[src/rtl/rtc_mux_bus_master.sv]
// rtc_mux_bus_master: sequences multiplexed address/data transactions to an
// external RTC. It performs burst reads of a register list into an atomic
// snapshot, or single register writes. It also runs periodic refresh bursts.
//
// state      | meaning
// IDLE       | bus released; accepts start or refresh
// ADDR_LATCH | address driven, ad high
// ADDR_WR    | address strobed with cs_n/wr_n low
// ADDR_END   | address held, strobes released
// TURN       | bus turnaround, nobody drives
// DATA_ACT   | read: rd_n low, capture on last cycle; write: wr_n low, data driven
// DATA_END   | cs_n held low, write data held
// GAP        | inter-transaction idle, GAP_CYC cycles
module rtc_mux_bus_master #(
    parameter int DW          = 8,
    parameter int N_REGS      = 10,
    parameter int PH          = 4,
    parameter int GAP_CYC     = 8,
    parameter int REFRESH_CYC = 1000
) (
    input  logic                 clock,
    input  logic                 reset,
    input  logic                 start,
    input  logic                 op,
    input  logic [DW-1:0]        wr_addr,
    input  logic [DW-1:0]        wr_data,
    input  logic [N_REGS*DW-1:0] addr_list,
    input  logic                 auto_en,
    output logic                 busy,
    output logic                 done,
    output logic [N_REGS*DW-1:0] rd_data,
    output logic                 rd_valid,
    input  logic [DW-1:0]        ad_in,
    output logic [DW-1:0]        ad_out,
    output logic                 ad_oe,
    output logic                 ad,
    output logic                 cs_n,
    output logic                 wr_n,
    output logic                 rd_n
);

    localparam logic [2:0] S_IDLE       = 3'd0;
    localparam logic [2:0] S_ADDR_LATCH = 3'd1;
    localparam logic [2:0] S_ADDR_WR    = 3'd2;
    localparam logic [2:0] S_ADDR_END   = 3'd3;
    localparam logic [2:0] S_TURN       = 3'd4;
    localparam logic [2:0] S_DATA_ACT   = 3'd5;
    localparam logic [2:0] S_DATA_END   = 3'd6;
    localparam logic [2:0] S_GAP        = 3'd7;

    localparam int TMAX = (PH > GAP_CYC) ? PH : GAP_CYC;
    localparam int TW   = $clog2(TMAX + 1);
    localparam int RW   = $clog2(REFRESH_CYC + 1);
    localparam int SW   = (N_REGS > 1) ? $clog2(N_REGS) : 1;

    localparam logic [TW-1:0] PH_LD     = TW'(PH - 1);
    localparam logic [TW-1:0] GAP_LD    = TW'(GAP_CYC - 1);
    localparam logic [RW-1:0] REF_TC    = RW'(REFRESH_CYC - 1);
    localparam logic [SW-1:0] LAST_SLOT = SW'(N_REGS - 1);

    logic [2:0]           r_state;
    logic [TW-1:0]        r_tmr;
    logic [RW-1:0]        r_rcnt;
    logic                 r_pend;
    logic                 r_op;
    logic [SW-1:0]        r_slot;
    logic [DW-1:0]        r_addr;
    logic [DW-1:0]        r_wdata;
    logic                 r_busy;
    logic                 r_done;
    logic                 r_rd_valid;
    logic [N_REGS*DW-1:0] r_rd_data;
    logic [N_REGS*DW-1:0] r_shadow;

    logic                 w_tick;
    logic [SW-1:0]        w_nslot;
    logic [DW-1:0]        w_naddr;

    // Next slot index and its address from the register list
    always_comb begin
        w_tick  = auto_en && (r_rcnt == REF_TC);
        w_nslot = (r_state == S_IDLE) ? '0 : r_slot + 1'b1;
        w_naddr = '0;
        for (int i = 0; i < N_REGS; i++) begin
            if (w_nslot == SW'(i)) w_naddr = addr_list[i*DW +: DW];
        end
    end

    // Sequencer: phase timer, slot stepping, refresh counter and snapshot commit
    always_ff @(posedge clock) begin
        if (reset) begin
            r_state    <= S_IDLE;
            r_tmr      <= '0;
            r_rcnt     <= '0;
            r_pend     <= 1'b0;
            r_op       <= 1'b0;
            r_slot     <= '0;
            r_addr     <= '0;
            r_wdata    <= '0;
            r_busy     <= 1'b0;
            r_done     <= 1'b0;
            r_rd_valid <= 1'b0;
            r_rd_data  <= '0;
        end else begin
            r_done <= 1'b0;
            if (r_state == S_IDLE) begin
                if (start) begin
                    // a refresh due in the same cycle waits until this op ends
                    r_op    <= op;
                    r_addr  <= op ? wr_addr : w_naddr;
                    r_wdata <= wr_data;
                    r_slot  <= '0;
                    r_tmr   <= PH_LD;
                    r_state <= S_ADDR_LATCH;
                    r_busy  <= 1'b1;
                    r_pend  <= r_pend | w_tick;
                    r_rcnt  <= '0;
                end else if (w_tick || r_pend) begin
                    r_op    <= 1'b0;
                    r_addr  <= w_naddr;
                    r_slot  <= '0;
                    r_tmr   <= PH_LD;
                    r_state <= S_ADDR_LATCH;
                    r_busy  <= 1'b1;
                    r_pend  <= 1'b0;
                    r_rcnt  <= '0;
                end else if (auto_en) begin
                    r_rcnt <= r_rcnt + 1'b1;
                end else begin
                    r_rcnt <= '0;
                end
            end else if (r_tmr != '0) begin
                r_tmr <= r_tmr - 1'b1;
            end else begin
                r_tmr <= PH_LD;
                case (r_state)
                    S_ADDR_LATCH: r_state <= S_ADDR_WR;
                    S_ADDR_WR:    r_state <= S_ADDR_END;
                    S_ADDR_END:   r_state <= S_TURN;
                    S_TURN:       r_state <= S_DATA_ACT;
                    S_DATA_ACT:   r_state <= S_DATA_END;
                    S_DATA_END: begin
                        r_state <= S_GAP;
                        r_tmr   <= GAP_LD;
                    end
                    S_GAP: begin
                        if (r_op || (r_slot == LAST_SLOT)) begin
                            r_state <= S_IDLE;
                            r_busy  <= 1'b0;
                            r_done  <= 1'b1;
                            if (!r_op) begin
                                r_rd_data  <= r_shadow;
                                r_rd_valid <= 1'b1;
                            end
                        end else begin
                            r_slot  <= w_nslot;
                            r_addr  <= w_naddr;
                            r_state <= S_ADDR_LATCH;
                        end
                    end
                    default: r_state <= S_IDLE;
                endcase
            end
        end
    end

    // Shadow capture of ad_in on the last DATA_ACT cycle of each read
    always_ff @(posedge clock) begin
        if (reset) begin
            r_shadow <= '0;
        end else if ((r_state == S_DATA_ACT) && (r_tmr == '0) && !r_op) begin
            for (int i = 0; i < N_REGS; i++) begin
                if (r_slot == SW'(i)) r_shadow[i*DW +: DW] <= ad_in;
            end
        end
    end

    // Pin levels decoded from the current state
    always_comb begin
        ad     = !((r_state == S_ADDR_WR) || (r_state == S_ADDR_END));
        cs_n   = !((r_state == S_ADDR_WR) || (r_state == S_DATA_ACT) || (r_state == S_DATA_END));
        wr_n   = !((r_state == S_ADDR_WR) || ((r_state == S_DATA_ACT) && r_op));
        rd_n   = !((r_state == S_DATA_ACT) && !r_op);
        ad_oe  = 1'b0;
        ad_out = '0;
        if ((r_state == S_ADDR_LATCH) || (r_state == S_ADDR_WR) || (r_state == S_ADDR_END)) begin
            ad_oe  = 1'b1;
            ad_out = r_addr;
        end else if (r_op && ((r_state == S_DATA_ACT) || (r_state == S_DATA_END))) begin
            ad_oe  = 1'b1;
            ad_out = r_wdata;
        end
    end

    assign busy     = r_busy;
    assign done     = r_done;
    assign rd_data  = r_rd_data;
    assign rd_valid = r_rd_valid;

endmodule

[config.mk]
export PLATFORM = sky130hd
export DESIGN_NAME = rtc_mux_bus_master
export DESIGN_NICKNAME = d
export VERILOG_FILES = /design/src/rtl/rtc_mux_bus_master.sv
export SDC_FILE = /design/constraint.sdc
export NUM_CORES = 1
export LEC_CHECK = 0
export CAP_MARGIN = 30
export CORE_ASPECT_RATIO = 1.1
export CORE_MARGIN = 2
export CORE_UTILIZATION = 45
export DETAILED_ROUTE_END_ITERATION = 10
export GPL_TIMING_DRIVEN = 1
export PLACE_DENSITY = 0.84
export SYNTH_ARGS = -nofsm -noshare
export SYNTH_HDL_FRONTEND = slang
export SYNTH_SLANG_ARGS = --single-unit
[constraint.sdc]
create_clock -name clock -period 2.2 [get_ports clock]
set_input_delay 0.66 -clock clock [delete_from_list [all_inputs] [get_ports clock]]
set_output_delay 0.66 -clock clock [all_outputs]
set_load 0.03 [all_outputs]
==> results of run 1 <==
[per-stage QoR]
step | hold WS [ns] | TNS [ns] | setup WS (ns)
2_1_floorplan | 0.431 | 0 | 0.0341
3_5_place_dp | 0.443 | -7.80 | -0.558
4_1_cts | 0.449 | -2.78 | -0.297
3_3_place_gp | 0.436 | -5.55 | -0.459
5_1_grt | 0.460 | -3.58 | -0.349
6_report | 0.450 | -3.00 | -0.310
[layer usage]
layer  up-vias  routed length [um]  GRT usage, %
met1      4208               10800          31.1
met4         2                1240          11.3
met2       408               13600          44.2
met3        85                1860          4.25
li1       4321                   -             -
met5         -                  14             0
[path summary, 6_finish.rpt]
kind / to / slack (ns) / startpoint / cells past startpoint
setup reg to reg: r_addr[4]$_SDFFE_PP0P_ / 0 / r_state[1]$_SDFFE_PP0P_ / 11
hold reg to reg: rd_data[3]$_SDFFE_PP0P_ / 0.45 / rd_data[3]$_SDFFE_PP0P_ / 2
hold / removal: rd_data[3]$_SDFFE_PP0P_ / 0.45 / rd_data[3]$_SDFFE_PP0P_ / 2
setup / recovery: ad_out[4] / -0.31 / r_state[1]$_SDFFE_PP0P_ / 6
[cells in the mapped netlist (3+ instances only)]
library cell | number | area share [%]
dfxtp_1 | 202 | 46
nor2_1 | 50 | 2.1
and4_1 | 3 | 0.30
ha_1 | 11 | 1.6
and3_1 | 5 | 0.35
clkbuf_1 | 53 | 2.2
and2_1 | 3 | 0.21
mux2_2 | 6 | 0.76
a22oi_1 | 18 | 1.5
nor4_1 | 4 | 0.28
or3_1 | 4 | 0.28
nand3b_1 | 4 | 0.34
o211ai_1 | 6 | 0.51
a211oi_1 | 6 | 0.51
o41ai_1 | 3 | 0.30
a22o_1 | 8 | 0.79
nand4_1 | 3 | 0.21
mux2i_1 | 27 | 3.0
o32a_1 | 3 | 0.34
nand3_1 | 80 | 4.5
nand2b_1 | 4 | 0.28
o21ai_0 | 14 | 0.79
nand2_1 | 265 | 11
buf_4 | 6 | 0.51
buf_1 | 5 | 0.21
a311oi_1 | 6 | 0.59
inv_1 | 15 | 0.63
buf_2 | 29 | 1.6
a2bb2oi_1 | 8 | 0.79
o22ai_1 | 10 | 0.71
nor3_1 | 11 | 0.62
a21oi_1 | 184 | 10
o221a_2 | 6 | 0.76
o221ai_1 | 7 | 0.69
nor2b_1 | 4 | 0.28
a32oi_1 | 3 | 0.30
[registers in the layout (all words and copies together), names as in the netlist]
| register | cells |
|---|---|
| r_shadow | 80 |
| rd_data | 80 |
| r_rcnt | 10 |
| r_addr | 8 |
| r_wdata | 8 |
| r_slot | 4 |
| r_tmr | 4 |
| r_state | 3 |
| busy | 1 |
| done | 1 |
| r_op | 1 |
| r_pend | 1 |
| rd_valid | 1 |
[layout by cell type (no fill, tap or decap), drive strengths merged, types with 14 or more instances in the layout]
master / count
a21oi: 184
a22oi: 19
buf: 99
clkbuf: 25
clkdlybuf4s50: 164
dfxtp: 202
dlymetal6s2s: 14
inv: 16
mux2i: 27
nand2: 265
nand3: 81
nor2: 52
o21ai: 15
[tightest hold or removal path, stage by stage, from the launching register on]
cell	delay, ns
dfxtp_1	0.31
nand2_1	0.05
a21oi_1	0.05
[where the power goes]
group / internal [mW] / switching [mW]
logic: 1.65 / 1.83
registers: 3.80 / 0.142
clock network: 2.17 / 1.43
[repair_timing]
action | in CTS | in global routing
setup endpoints to repair | 41 | 74
buffers inserted | 3 | 7
pin swaps | 7 | 19
gates cloned | 0 | 1
resized for setup | 57 | 56
[logic make-up (layout without fill, tap and decap cells)]
group | Yosys count | after routing | share of synthesized area, %
mux | 33 | 33 | 3.81
flops | 202 | 202 | 45.6
compound gates | 300 | 300 | 20.8
fa+ha+maj | 11 | 11 | 1.55
buf+inv | 109 | 340 | 5.29
simple gates | 455 | 455 | 22.7
xor+xnor | 2 | 2 | 0.198
[cell type report]
class	instances	area, um2	area share [%]
clock inverters	11	144	1.13
clock buffers	24	557	4.39
flip-flops and latches	202	4050	32.0
well taps	247	309	2.44
multi-input cells	801	4650	36.7
inverters	15	61.3	0.484
repair buffers	290	2900	22.9
==> metrics.cfg, run 1 <==
[outcome]
status=finished with violations
violations=setup timing

[die]
dieHeight_um=151
die_w_um=138
initial_utilization_pct=46.1
die-area_um2=20800
coreArea_um2=19200
row_count=53
io_pins=205

[setup_path]
required_ns=1.54
cp_num_buf_inv=3
cp_data_arrival_time_ns=1.85
cp_slowest_cell=dfxtp_4
critical_path.max_stage_delay_ns=0.39
critPathMaxFanout=8
crit_path_end_kind=primary output
path_cells=inv_4 > ha_4 > o211a_1 > buf_6 > a22o_4 > buf_12
crit_family=compound AO/OA/AOI/OAI gates
critPathKind=reg -> out
critPathLaunchType=register

[clock_tree]
cts.sinks=202
insertion_delay_ns=0.49
cts_tree=built
h-tree-depth=1
root_buffer=clkbuf_16
clk_pin_slew_ns=0.06
cts_buffers=20
clk_path_buf_depth=3
holdBufCountCts=0

[pwr]
p_leak_nw=4.62
total_power_mw=11.0
p_per_area_nw_per_um2=869
ir_worst_vdd_mv=0.713

[timing]
finalSetupViolCount=12
tightest_slew_ns=0.575
max_freq_mhz=398
timing.final.hold_violations=0
skew_ns=0.0176
slew_headroom_pct=61.5
fin_crit_ns=2.51
rsz0062_at_grt=yes
maxSlewViolCount=0
setup_ws_ns=-0.310
period_share_pct=114

[worst_hold_path]
hold_class=reg -> reg

[logic_synthesis]
async_flop_share_pct=0
synth_cell_type_count=66
synth-edff-count=0
syn-num-nets=1232
ys_warn_count=0
synth_cells=1112
ys_ff_latch=202
yosys_most_used_dff=dfxtp_1
ys_seq_area_share_pct=45.6
avgSynthCellArea_um2=7.97
synth_area_um2=8870

[routing]
first_pass_iters=5
avgRoutedWirePerCell_um=17.3
vias=9024
drt_iter0_markers=733
drc=0
via_per_inst=5.68
drt-total-wl_um=27500
ant_nets=0

[grt]
globalRouteOverflowTotal=0
grt_max_degree=82
grt_usage_pct=25.6
grt_pass1_vias=8553
grt_pass1_wl_um=42900
antenna_found_initial=1

[layout]
syn_to_final_growth_pct=43.0
num-nets-final=1450
fillers=1553
antennaDiodeCount=0
utilization_pct=65.9
design_area_um2=12700
layout-drive-gt1-share_pct=15.5
stdcell_count=1590

[place]
hpwl_um=18400
numPortBuffers=204
gp_congestion=0.932
dp.cells=1547
place_area_um2=11500

[flow_run]
maxCapViolations=0

Power figures use the tool's default switching activity.
==> run 2, diff against run 1 <==
--- a/config.mk
+++ b/config.mk
@@ -8,10 +8,10 @@
 export CAP_MARGIN = 30
 export CORE_ASPECT_RATIO = 1.1
 export CORE_MARGIN = 2
-export CORE_UTILIZATION = 45
+export CORE_UTILIZATION = 54
 export DETAILED_ROUTE_END_ITERATION = 10
 export GPL_TIMING_DRIVEN = 1
-export PLACE_DENSITY = 0.84
+export PLACE_DENSITY = 0.93
 export SYNTH_ARGS = -nofsm -noshare
 export SYNTH_HDL_FRONTEND = slang
 export SYNTH_SLANG_ARGS = --single-unit
==> constraint.sdc (replaced) <==
create_clock -name clock -period 2.9 [get_ports clock]
set_input_delay 0.87 -clock clock [delete_from_list [all_inputs] [get_ports clock]]
set_output_delay 0.87 -clock clock [all_outputs]
set_load 0.03 [all_outputs]
==> run 2 against run 1 <==
Compared with the run above:
- the run now ends clean
- combinational power is 43% lower
- global-route usage rose by 3.8 points
- largest power group unchanged
- critical path depth unchanged
- clock-buffer cell count up 3
==> metrics.cfg, run 2 (same netlist as run 1, synthesis figures left out) <==
[layout]
fillers=1168
stdcell_count=1502
num-nets-final=1404
seq_area_um2=4050
multi_input_area_um2=4380
utilization_pct=72.9
antennaDiodeCount=0
final_common_cell=nand2_1
mostFrequentLayoutCells=nand2_1, dfxtp_1, clkdlybuf4s50_1
syn_to_final_growth_pct=33.1
layout-drive-gt1-share_pct=9.01

[setup_path]
startpoint=r_state[0]$_SDFFE_PP0P_
r2r_slack_ns=0.30
critPathLaunchType=register
cp_data_arrival_time_ns=1.99
cp.depth=6
cp_slowest_cell=dfxtp_2
reg2reg_to=r_addr[5]$_SDFFE_PP0P_
cp_num_buf_inv=2
required_ns=2.03
critical_path.max_stage_delay_ns=0.35
critPathKind=reg -> out
reg2reg_from=r_slot[1]$_SDFFE_PP0P_
crit_family=buffers and inverters
path_cells=inv_1 > ha_4 > o21bai_4 > o21ai_1 > or2_2 > clkdlybuf4s15_2
critPathMaxFanout=5
reg2reg_depth=7
crit_path_end_kind=primary output

[timing]
final.setup.tns_ns=0
fin_crit_ns=2.86
finalSetupViolCount=0
setup_ws_ns=0.0414
slew_headroom_pct=44.5
maxSlewViolCount=0
max_freq_mhz=350
timing.final.hold_violations=0
tightest_slew_ns=0.832
period_share_pct=98.6
skew_ns=0.0121

[grt]
grt_pass1_vias=8613
antenna_found_initial=0
grt_pass1_wl_um=42500
globalRouteOverflowTotal=0
grt_usage_pct=29.4
grt_max_degree=81

[clock_tree]
cts_tree=built
root_buffer=clkbuf_16
cts_buffers=20
clk_pin_slew_ns=0.06
clk_path_buf_depth=3
holdBufCountCts=0
h-tree-depth=1
cts.sinks=202
insertion_delay_ns=0.49

[die]
coreArea_um2=16200
die-area_um2=17500
dieHeight_um=138
row_count=49
io_pins=205
initial_utilization_pct=54.8
die_w_um=126

[place]
dp_slack_ns=0.113
numPortBuffers=204
dp.cells=1463
gp_congestion=1.00
hpwl_um=17900

[routing]
drt_iter0_markers=889
via_per_inst=6.03
drc=0
ant_nets=0
first_pass_iters=5
vias=9057
drt-total-wl_um=27000
avgRoutedWirePerCell_um=18.0

[worst_hold_path]
worstHoldPathCells=2
hp-start=rd_data[12]$_SDFFE_PP0P_
hold_class=reg -> reg
whs_endpoint=rd_data[12]$_SDFFE_PP0P_

[pwr]
p_per_area_nw_per_um2=653
p_leak_nw=3.97
ir_worst_vdd_mv=0.525

[flow_run]
maxCapViolations=0

[outcome]
status=complete, no violations

run 2: changes by cell type in the layout (fill, tap and decap cells not counted), sizes merged:
cell           change
clkbuf             +2
buf               -50
clkdlybuf4s15      +1
clkdlybuf4s50     +26
clkinvlp           -4
dlymetal6s2s      -14
dlygate4sd2        -8
clkinv             +2
run 2: layout make-up:
type / count / area share, %
Clock inverter: 9 / 1.07
Tap cell: 204 / 2.16
Timing Repair Buffer: 244 / 20.0
Inverter: 15 / 0.477
Sequential cell: 202 / 34.3
Multi-Input combinational cell: 801 / 37.1
Clock buffer: 27 / 4.90
run 2: metal layers:
metal	wire length [um]	global-route usage, %
met4	1610	17.1
met5	0	0
met3	2080	5.11
met1	9850	33.8
met2	13400	50.9
run 2: worst max-delay path by stage:
| stage | end | slack, ns |
|---|---|---|
| 2_1_floorplan | ad_oe | 0.07 |
| 3_3_place_gp | ad_oe | 0.21 |
| 3_5_place_dp | ad_oe | 0.11 |
| 4_1_cts | ad_oe | 0.02 |
| 5_1_grt | ad_out[0] | -0.01 |
| 6_report | ad_oe | 0.04 |
run 2: where the power goes:
part           total [mW]  switching [mW]  leakage, nW  internal [mW]
clock network        2.74            1.07        0.352           1.67
registers            2.98          0.0991         1.63           2.88
logic                1.99            1.17         1.98          0.820
total                7.71            2.34         3.97           5.37
run 2: what timing repair did:
action / 4_1_cts / 5_1_grt
endpoints found under the setup margin: 13 / 10
cloned: 0 / 0
pin swaps: 1 / 1
endpoints found under the hold margin: 0 / 0
resized for setup: 9 / 4
setup buffers: 3 / 0
run 2: worst register-to-register path, cell delays in order (launching register included):
cell	delay [ns]
dfxtp_1	0.57
inv_1	0.12
ha_1	0.59
and2_1	0.44
a32oi_1	0.18
o22ai_1	0.19
a211oi_1	0.08
o41ai_1	0.33
run 2: through the flow:
| stage | total power, mW | area (um2) | hold WS (ns) |
|---|---|---|---|
| after global placement | 4.83 | 11100 | 0.438 |
| after floorplan | 4.20 | 8870 | 0.431 |
| after detailed placement | 4.90 | 11100 | 0.444 |
| after CTS | 7.63 | 11800 | 0.453 |
| final | 7.71 | 11800 | 0.453 |
| after global routing | 7.99 | 11800 | 0.471 |
